`config.mk`:
```
export PLATFORM = sky130hd
export DESIGN_NAME = link_pipe
export DESIGN_NICKNAME = d
export VERILOG_FILES = /design/src/rtl/link_pipe.sv
export SDC_FILE = /design/constraint.sdc
export NUM_CORES = 1
export LEC_CHECK = 0
export ABC_CLOCK_PERIOD_IN_PS = 3500
export BUFFER_PORTS_ARGS = -buffer_cell sky130_fd_sc_hd__buf_2
export CELL_PAD_IN_SITES_DETAIL_PLACEMENT = 0
export CELL_PAD_IN_SITES_GLOBAL_PLACEMENT = 1
export CORE_MARGIN = 4
export CORE_UTILIZATION = 39
export CTS_CLUSTER_DIAMETER = 100
export DETAILED_ROUTE_END_ITERATION = 12
export PLACE_DENSITY_LB_ADDON = 0.05
export SYNTH_ARGS = -nofsm -noshare
export SYNTH_HDL_FRONTEND = slang
export SYNTH_SLANG_ARGS = --single-unit
```
`constraint.sdc`:
```
create_clock -name clk -period 3.5 [get_ports clk]
set_clock_uncertainty 0.1 [all_clocks]
set_input_delay 0.525 -clock clk [delete_from_list [all_inputs] [get_ports clk]]
set_output_delay 0.525 -clock clk [all_outputs]
set_load 0.01 [all_outputs]
```
`src/rtl/link_pipe.sv`:
```
// Carries JAL/JALR/BxxZAL return-address writes through the E, M and W pipeline registers.
// Also forwards in-flight return addresses back to the D-stage comparators.
module link_pipe #(
   parameter int LINK_REG  = 31,
   parameter int PC_OFFSET = 8
) (
   input  logic        clk,
   input  logic        rst,
   input  logic        stallE,
   input  logic        flushE,
   input  logic        stallM,
   input  logic        flushM,
   input  logic        stallW,
   input  logic        flushW,
   input  logic        linkD,
   input  logic        linkPCD,
   input  logic [31:0] pcD,
   input  logic [4:0]  rdD,
   input  logic [4:0]  rsD,
   input  logic [4:0]  rtD,
   output logic        link_wrE,
   output logic [4:0]  link_regE,
   output logic [31:0] link_dataE,
   output logic        link_wrM,
   output logic [4:0]  link_regM,
   output logic [31:0] link_dataM,
   output logic        link_wrW,
   output logic [4:0]  link_regW,
   output logic [31:0] link_dataW,
   output logic        fwd_rs_hit,
   output logic [31:0] fwd_rs_data,
   output logic        fwd_rt_hit,
   output logic [31:0] fwd_rt_data
);

   localparam logic [4:0]  LinkRegIdx = 5'(LINK_REG);
   localparam logic [31:0] PcOffset   = 32'(PC_OFFSET);

   logic        w_wrD;
   logic [4:0]  w_regD;
   logic [31:0] w_dataD;

   logic        r_wrE, r_wrM, r_wrW;
   logic [4:0]  r_regE, r_regM, r_regW;
   logic [31:0] r_dataE, r_dataM, r_dataW;

   // A write to $0 is architecturally a no-op, so it never enables a write or a forward.
   always_comb begin
      w_regD  = linkD ? LinkRegIdx : rdD;
      w_dataD = pcD + PcOffset;
      w_wrD   = linkPCD && (w_regD != 5'd0);
   end

   always_ff @(posedge clk) begin
      if (rst || flushE) begin
         r_wrE   <= 1'b0;
         r_regE  <= 5'd0;
         r_dataE <= 32'd0;
      end else if (!stallE) begin
         r_wrE   <= w_wrD;
         r_regE  <= w_regD;
         r_dataE <= w_dataD;
      end
   end

   always_ff @(posedge clk) begin
      if (rst || flushM) begin
         r_wrM   <= 1'b0;
         r_regM  <= 5'd0;
         r_dataM <= 32'd0;
      end else if (!stallM) begin
         r_wrM   <= r_wrE;
         r_regM  <= r_regE;
         r_dataM <= r_dataE;
      end
   end

   always_ff @(posedge clk) begin
      if (rst || flushW) begin
         r_wrW   <= 1'b0;
         r_regW  <= 5'd0;
         r_dataW <= 32'd0;
      end else if (!stallW) begin
         r_wrW   <= r_wrM;
         r_regW  <= r_regM;
         r_dataW <= r_dataM;
      end
   end

   // Youngest matching entry wins; bit 32 of the result is the hit flag.
   function automatic logic [32:0] lookup(
      input logic [4:0]  src,
      input logic        wrE, input logic [4:0] regE, input logic [31:0] dataE,
      input logic        wrM, input logic [4:0] regM, input logic [31:0] dataM,
      input logic        wrW, input logic [4:0] regW, input logic [31:0] dataW
   );
      logic [32:0] res;
      res = 33'd0;
      if (src != 5'd0) begin
         if (wrE && regE == src)      res = {1'b1, dataE};
         else if (wrM && regM == src) res = {1'b1, dataM};
         else if (wrW && regW == src) res = {1'b1, dataW};
      end
      return res;
   endfunction

   always_comb begin
      {fwd_rs_hit, fwd_rs_data} = lookup(rsD, r_wrE, r_regE, r_dataE,
                                         r_wrM, r_regM, r_dataM,
                                         r_wrW, r_regW, r_dataW);
      {fwd_rt_hit, fwd_rt_data} = lookup(rtD, r_wrE, r_regE, r_dataE,
                                         r_wrM, r_regM, r_dataM,
                                         r_wrW, r_regW, r_dataW);
   end

   assign link_wrE   = r_wrE;
   assign link_regE  = r_regE;
   assign link_dataE = r_dataE;
   assign link_wrM   = r_wrM;
   assign link_regM  = r_regM;
   assign link_dataM = r_dataM;
   assign link_wrW   = r_wrW;
   assign link_regW  = r_regW;
   assign link_dataW = r_dataW;

endmodule

```
==> results.md, run 1 <==
- R2R depth: 2
- Min Hold Slack: 257.7 ps
- Static leakage: 0.003598 uW
- Number of global-route vias before repair: 5927
- Logic pwr share: 0.082
- Clock tree root buffer cell: clkbuf_16
- Ys Warns: 0
- Cell area power density: 401.1 mW/mm2
- Slew headroom: 0.2818
- CTS H-tree depth: 4
- RSZ-0062 raised after global routing: false
- P&R area growth vs syn: 31.80%
- Sequential area share after synthesis: 0.3644
- Row count: 46
- CTS Buf Count: 17
- Total Power: 3311 uW
- Hold Crit Depth: 3
- CTS tree: built
- Core Box Area: 0.01583 mm2
- Chip width: 134.7 um
- Worst vdd ir: 0.3365 mV
- Largest net degree at the start of global routing: 39
- Syn_nets: 736
- Min-Delay Path Class: primary input to flip-flop
- Max-Cap Viols: 0
- Max Buffers Root-to-Sink: 2
- CP arrival: 2560 ps
- CP endpoint kind: primary output
- Fin. Hold Viols: 0
- Design area: 0.008255 mm2
- Max Clk Rate: 314.0 MHz
- Global route total overflow: 0
- Antenna-violating nets left: 0
- Flops & latches, synth: 114
- Die height: 134.7 um
- Sw Share: 0.2366
- Post-Syn Instances: 678
- Number of remaining DRC errors: 0
- Clock transition at path regs: 50 ps
- Unique masters post-synth: 39
- Reg2Reg Setup Slack: 2560 ps
- Hold endpoint: link_dataE[0]
- Clock Power Share: 0.508
- RD Place Congestion: 0.8686
- Total Routing Usage GR: 0.2225
- Fin crit period: 3185 ps
- Drt total wl: 20570 um
- Final max-slew violation count: 0
- Switch Pwr: 783.2 uW
- Vias/cell: 5.247
- Hold_sp: pcD[0]
- CTS-repair resized insts: 0
- Int Pwr: 2528 uW
- 1st-iter DRT viols: 236
- Final setup violation count: 0
- Startpoint Class: flip-flop
- Worst-Margin Slew: 1077 ps
- Antenna violations before repair: 3
- Hold Buf Count CTS: 0
- Netlist Area Pre-Place: 0.006264 mm2
- HPWL Detailed: 14740 um
- Reg2reg end: link_dataE[31]
- Share of cells above drive strength 1: 0.3271
- Postcts setup bufs: 0
- Setup TNS: 0 ps
- Num ports: 237
- # diodes: 0
- Register share of total power: 0.410
- CTS Sinks: 114
- Detailed-router iteration count before antenna repair: 4
- Via count: 5913
- Clock Latency Late Sink: 410 ps
- Outcome: finished clean
- Tcrit/Tclk final: 0.9100
- First-pass GRT wire length: 32060 um
- Mean Syn Cell Area: 9.238 um2
- Nets@finish: 956
- Port Buffer Count: 236
- Critical Path RT: 2870 ps
- DP Area: 0.007674 mm2
- Initial cell density of the core: 0.3957
- Total die area: 0.01815 mm2
- Worst R2R Start: link_dataE[31]
- CP max FO: 31
- WL/cell: 18.25 um
- Critical setup path kind: flip-flop to primary output
[stage by stage]
stage               cells  worst slack [ps]  utilization
finish               1127             315.0       0.5216
global route         1127             111.2       0.5216
CTS                  1127             297.3       0.5216
detailed placement   1095             334.9       0.4848
global placement     1095             406.5       0.4848
floorplan             678              1047            -
[kinds of logic (layout without fill, tap and decap cells)]
family / after synthesis / in the layout / synth area share
AOI/OAI and AO/OA: 121 / 121 / 0.1376
xor gates and xnor gates: 56 / 56 / 0.07831
adders and majority gates: 1 / 1 / 0.001997
buffers and inverters: 50 / 283 / 0.03616
DFF: 114 / 114 / 0.3644
muxes: 144 / 144 / 0.2301
and+or+nand+nor: 192 / 192 / 0.1514
[routing by layer]
| metal | vias up | part of all wire | track usage |
|---|---|---|---|
| met5 | - | 0.0020 | 0 |
| met3 | 24 | 0.061 | 0.07526 |
| li1 | 2892 | - | - |
| met1 | 2842 | 0.44 | 0.2687 |
| met2 | 149 | 0.49 | 0.3855 |
| met4 | 6 | 0.0092 | 0.04695 |
[layout by cell type (no fill, tap or decap), types with 3 or more instances in the layout]
master / Yosys / layout
nor2_1: 109 / 107
xor2_1: 36 / 36
a21oi_1: 25 / 25
mux2i_1: 144 / 144
buf_12: 0 / 3
a211oi_1: 3 / 3
nand3_1: 16 / 16
xnor2_1: 20 / 20
clkbuf_8: 0 / 3
clkbuf_16: 0 / 17
buf_4: 1 / 10
nand2_1: 17 / 17
o2bb2ai_1: 62 / 62
a31oi_1: 3 / 3
clkinvlp_4: 0 / 3
o21ai_0: 24 / 24
nand4_1: 8 / 8
dfxtp_1: 114 / 114
and3_1: 5 / 5
nor4_1: 5 / 5
nor3_1: 12 / 10
or2_2: 3 / 3
buf_2: 22 / 236
clkinv_2: 0 / 5
[flip-flops by register name, summed over array words and instances (netlist names)]
| name | count |
|---|---|
| link_dataE | 32 |
| link_dataM | 32 |
| link_dataW | 32 |
| link_regE | 5 |
| link_regM | 5 |
| link_regW | 5 |
| link_wrE | 1 |
| link_wrM | 1 |
| link_wrW | 1 |
[worst max-delay path by stage]
stage | start | to | cells after the start
global placement | rtD[1] | fwd_rt_data[17] | 5
CTS | link_regM[2] | fwd_rt_data[4] | 6
detailed placement | rtD[1] | fwd_rt_data[4] | 5
floorplan | rtD[0] | fwd_rt_data[10] | 7
global route | link_regW[4] | fwd_rt_data[6] | 6
finish | link_regM[2] | fwd_rt_data[12] | 6
[power by group through the flow]
stage | clock network (uW) | registers (uW) | logic (uW)
2_1_floorplan | 0 | 1380 | 144
3_3_place_gp | 0 | 1380 | 267
3_5_place_dp | 0 | 1390 | 272
4_1_cts | 1720 | 1360 | 274
5_1_grt | 1780 | 1360 | 295
6_report | 1680 | 1360 | 270
[Yosys cell counts]
master | number | area [um2]
a31oi_1 | 3 | 18.77
and4_1 | 1 | 8.760
and2_1 | 2 | 12.51
nor4_2 | 2 | 25.02
nand3_1 | 16 | 80.08
dfxtp_1 | 114 | 2282
a21oi_1 | 25 | 125.1
buf_4 | 1 | 7.510
nand4_1 | 8 | 50.05
clkbuf_4 | 2 | 15.01
clkbuf_1 | 20 | 75.07
nand4_4 | 2 | 42.54
or4_1 | 1 | 7.510
and3_1 | 5 | 31.28
o211ai_1 | 1 | 7.510
buf_1 | 3 | 11.26
nor3_1 | 12 | 60.06
xor2_1 | 36 | 315.3
xnor2_1 | 20 | 175.2
o21ba_2 | 1 | 10.01
mux2i_1 | 144 | 1441
o21ai_0 | 24 | 120.1
o22ai_1 | 1 | 6.260
nor3_4 | 2 | 32.53
a211oi_1 | 3 | 22.52
nor2_1 | 109 | 409.1
or3_1 | 1 | 6.260
or2_2 | 3 | 18.77
o2bb2ai_1 | 62 | 543.0
or3_4 | 2 | 22.52
nor4_4 | 1 | 21.27
nand3b_1 | 2 | 15.01
nand2_1 | 17 | 63.81
nor4_1 | 5 | 31.28
o221ai_1 | 1 | 8.760
ha_1 | 1 | 12.51
inv_1 | 2 | 7.510
and4_2 | 1 | 10.01
buf_2 | 22 | 110.1
[worst max-delay path: stages, from the launching register on]
cell and delay, ps:
dfxtp_1 490, xnor2_1 170, nand4_1 130, nor3_2 390
o221ai_4 480, o2bb2ai_1 310, buf_2 160
[layout make-up]
cell class / instances / area, um2
clock buffers: 22 / 474.2
fillers: 1528 / 7572
well taps: 216 / 270.3
clock inverters: 10 / 107.6
inverters: 2 / 7.507
flip-flops and latches: 114 / 2282
multi-input cells: 514 / 3797
repair buffers: 249 / 1316
Note: power is estimated with default switching activity, not from simulation.
==> inputs of run 2 (changes only) <==
--- a/config.mk
+++ b/config.mk
@@ -6,13 +6,13 @@
 export NUM_CORES = 1
 export LEC_CHECK = 0
 export ABC_CLOCK_PERIOD_IN_PS = 3500
-export BUFFER_PORTS_ARGS = -buffer_cell sky130_fd_sc_hd__buf_2
 export CELL_PAD_IN_SITES_DETAIL_PLACEMENT = 0
 export CELL_PAD_IN_SITES_GLOBAL_PLACEMENT = 1
 export CORE_MARGIN = 4
-export CORE_UTILIZATION = 39
+export CORE_UTILIZATION = 40
 export CTS_CLUSTER_DIAMETER = 100
 export DETAILED_ROUTE_END_ITERATION = 12
+export DONT_BUFFER_PORTS = 1
 export PLACE_DENSITY_LB_ADDON = 0.05
 export SYNTH_ARGS = -nofsm -noshare
 export SYNTH_HDL_FRONTEND = slang
==> results.md, run 2 (synthesis results as in run 1) <==
- Slew headroom: 0.3569 (+0.07507)
- Antenna violations before repair: 0 (-3)
- Initial cell density of the core: 0.4105 (+0.01476)
- RSZ-0062 raised after global routing: false
- Worst-Margin Slew: 964.6 ps (-112.6 ps)
- CP endpoint kind: primary output
- Final max-slew violation count: 0 (unchanged)
- Vias/cell: 5.735 (+9.3%)
- Startpoint Class: flip-flop
- Tcrit/Tclk final: 0.9236 (+0.01357)
- Logic pwr share: 0.046 (-0.036)
- Total die area: 0.01772 mm2 (-2.4%)
- Cell area power density: 446.8 mW/mm2 (+11%)
- RD Place Congestion: 0.8621 (-0.75%)
- Port Buffer Count: 0 (-100%)
- CP max FO: 18 (-42%)
- Number of remaining DRC errors: 0 (unchanged)
- First-pass GRT wire length: 30990 um (-3.3%)
- Max Clk Rate: 309.4 MHz (-1.5%)
- Clock Power Share: 0.516 (+0.008)
- Fin. Hold Viols: 0 (unchanged)
- Met1 usage: 0.2660 (-0.002715)
- Final setup violation count: 0 (unchanged)
- Switch Pwr: 690.1 uW (-12%)
- Critical Path RT: 2870 ps (about the same)
- FILL cells: 1449 (-5.2%)
- Worst stage delay on the critical path: 530 ps (+40 ps)
- Largest net degree at the start of global routing: 39 (unchanged)
- Core Box Area: 0.01526 mm2 (-3.6%)
- Commonest cells after routing, fill and taps aside: mux2i_1, dfxtp_1, nor2_1
- Detailed-router iteration count before antenna repair: 4 (unchanged)
- CTS Sinks: 114 (unchanged)
- HPWL Detailed: 14080 um (-4.5%)
- Total Routing Usage GR: 0.2234 (+0.0008881)
- Commonest non-fill, non-tap cell in the layout: mux2i_1
- CTS Buf Count: 17 (unchanged)
- # diodes: 0 (unchanged)
- CTS H-tree depth: 4 (unchanged)
- Met3 Track Usage GR: 0.09743 (+0.02217)
- Int Pwr: 2445 uW (-3.3%)
- Drt total wl: 20190 um (-1.8%)
- Slowest cell on crit path: dfxtp_1
- CTS-repair resized insts: 0 (unchanged)
- P&R area growth vs syn: 12.05%
- GR met2 Demand/Resource: 0.3598 (-0.02573)
- Setup TNS: 0 ps (unchanged)
- Die height: 133.1 um (-1.2%)
- Clock Latency Late Sink: 400 ps (about the same)
- Row count: 45 (-2.2%)
- Global route total overflow: 0 (unchanged)
- Via count: 5047 (-15%)
- Max Buffers Root-to-Sink: 2 (unchanged)
- Number of global-route vias before repair: 5195 (-12%)
- Sw Share: 0.2201 (-0.01647)
- Clock transition at path regs: 50 ps (about the same)
- WL/cell: 22.95 um (+26%)
- CP arrival: 2610 ps (+50 ps)
- Critical setup path kind: flip-flop to primary output
- Total Power: 3135 uW (-5.3%)
- GR peak layer: met2
- Outcome: finished clean
- Non-filler cells, final: 880 (-22%)
- 1st-iter DRT viols: 268 (+14%)
- Design area: 0.007018 mm2 (-15%)
- Hold Buf Count CTS: 0 (unchanged)
- Share of cells above drive strength 1: 0.08371 (-0.2434)
- Antenna-violating nets left: 0 (unchanged)
- Postcts setup bufs: 0 (unchanged)
- Nets@finish: 717 (-25%)
- Min-Delay Path Class: primary input to flip-flop
- DP Area: 0.006464 mm2 (-16%)
- Fin crit period: 3233 ps (+47.50 ps)
- Reg2Reg Setup Slack: 2520 ps (-40 ps)
- Num ports: 237 (unchanged)
- Critical path, cell by cell: xnor2_1 > nand4_1 > nor3_2 > o221ai_4 > buf_4 > o2bb2ai_1
- Static leakage: 0.002358 uW (-34%)
- Register share of total power: 0.438 (+0.028)
- Chip width: 133.1 um (-1.2%)
- Inst Count DP: 851 (-22%)
- Min Hold Slack: 157.9 ps (-99.75 ps)
- Worst vdd ir: 0.3164 mV (-6.0%)
- CTS tree: built
- Clock tree root buffer cell: clkbuf_16
- Max-Cap Viols: 0 (unchanged)
run 2: worst paths after layout:
path | endpoint | start | cells past startpoint
worst max register to register | link_dataE[25] | link_dataE[25] | 2
worst max-delay path | fwd_rt_data[18] | link_regM[2] | 6
worst min register to register | link_dataE[10] | link_dataE[10] | 2
worst min-delay path | link_regE[4] | rdD[4] | 2
run 2: through the flow:
step                  util  setup WS [ps]
floorplan                -           1047
detailed placement  0.4236          661.1
finish              0.4599          267.5
CTS                 0.4599          249.2
global route        0.4599          50.04
global placement    0.4236          706.8
run 2: area by class of cell:
type | instances | area, um2 | share of cell area
inverters | 2 | 7.507 | 0.001070
multi-input cells | 514 | 3797 | 0.5411
flip-flops and latches | 114 | 2282 | 0.3252
well taps | 211 | 264.0 | 0.03762
repair buffers | 10 | 112.6 | 0.01605
clock inverters | 5 | 52.55 | 0.007488
clock buffers | 24 | 501.7 | 0.07149
run 2: critical path: cells and delay by family (launching register included):
family	cells	cell delay, ps
simple gates	2	560
compound gates	2	610
flops	1	530
xor+xnor	1	170
buf+inv	1	320
run 2: power groups by stage:
stage	combinational, uW	sequential (uW)	clock (uW)
floorplan	144	1380	0
global route	163	1380	1710
CTS	147	1370	1660
detailed placement	146	1400	0
global placement	144	1400	0
finish	144	1370	1620
run 2: metal layers:
layer | part of all wire | vias up | wire (um)
met2 | 0.46 | 212 | 9314
met5 | 0 | - | 0
met3 | 0.11 | 31 | 2177
li1 | - | 2404 | -
met4 | 0.021 | 0 | 419
met1 | 0.41 | 2400 | 8282
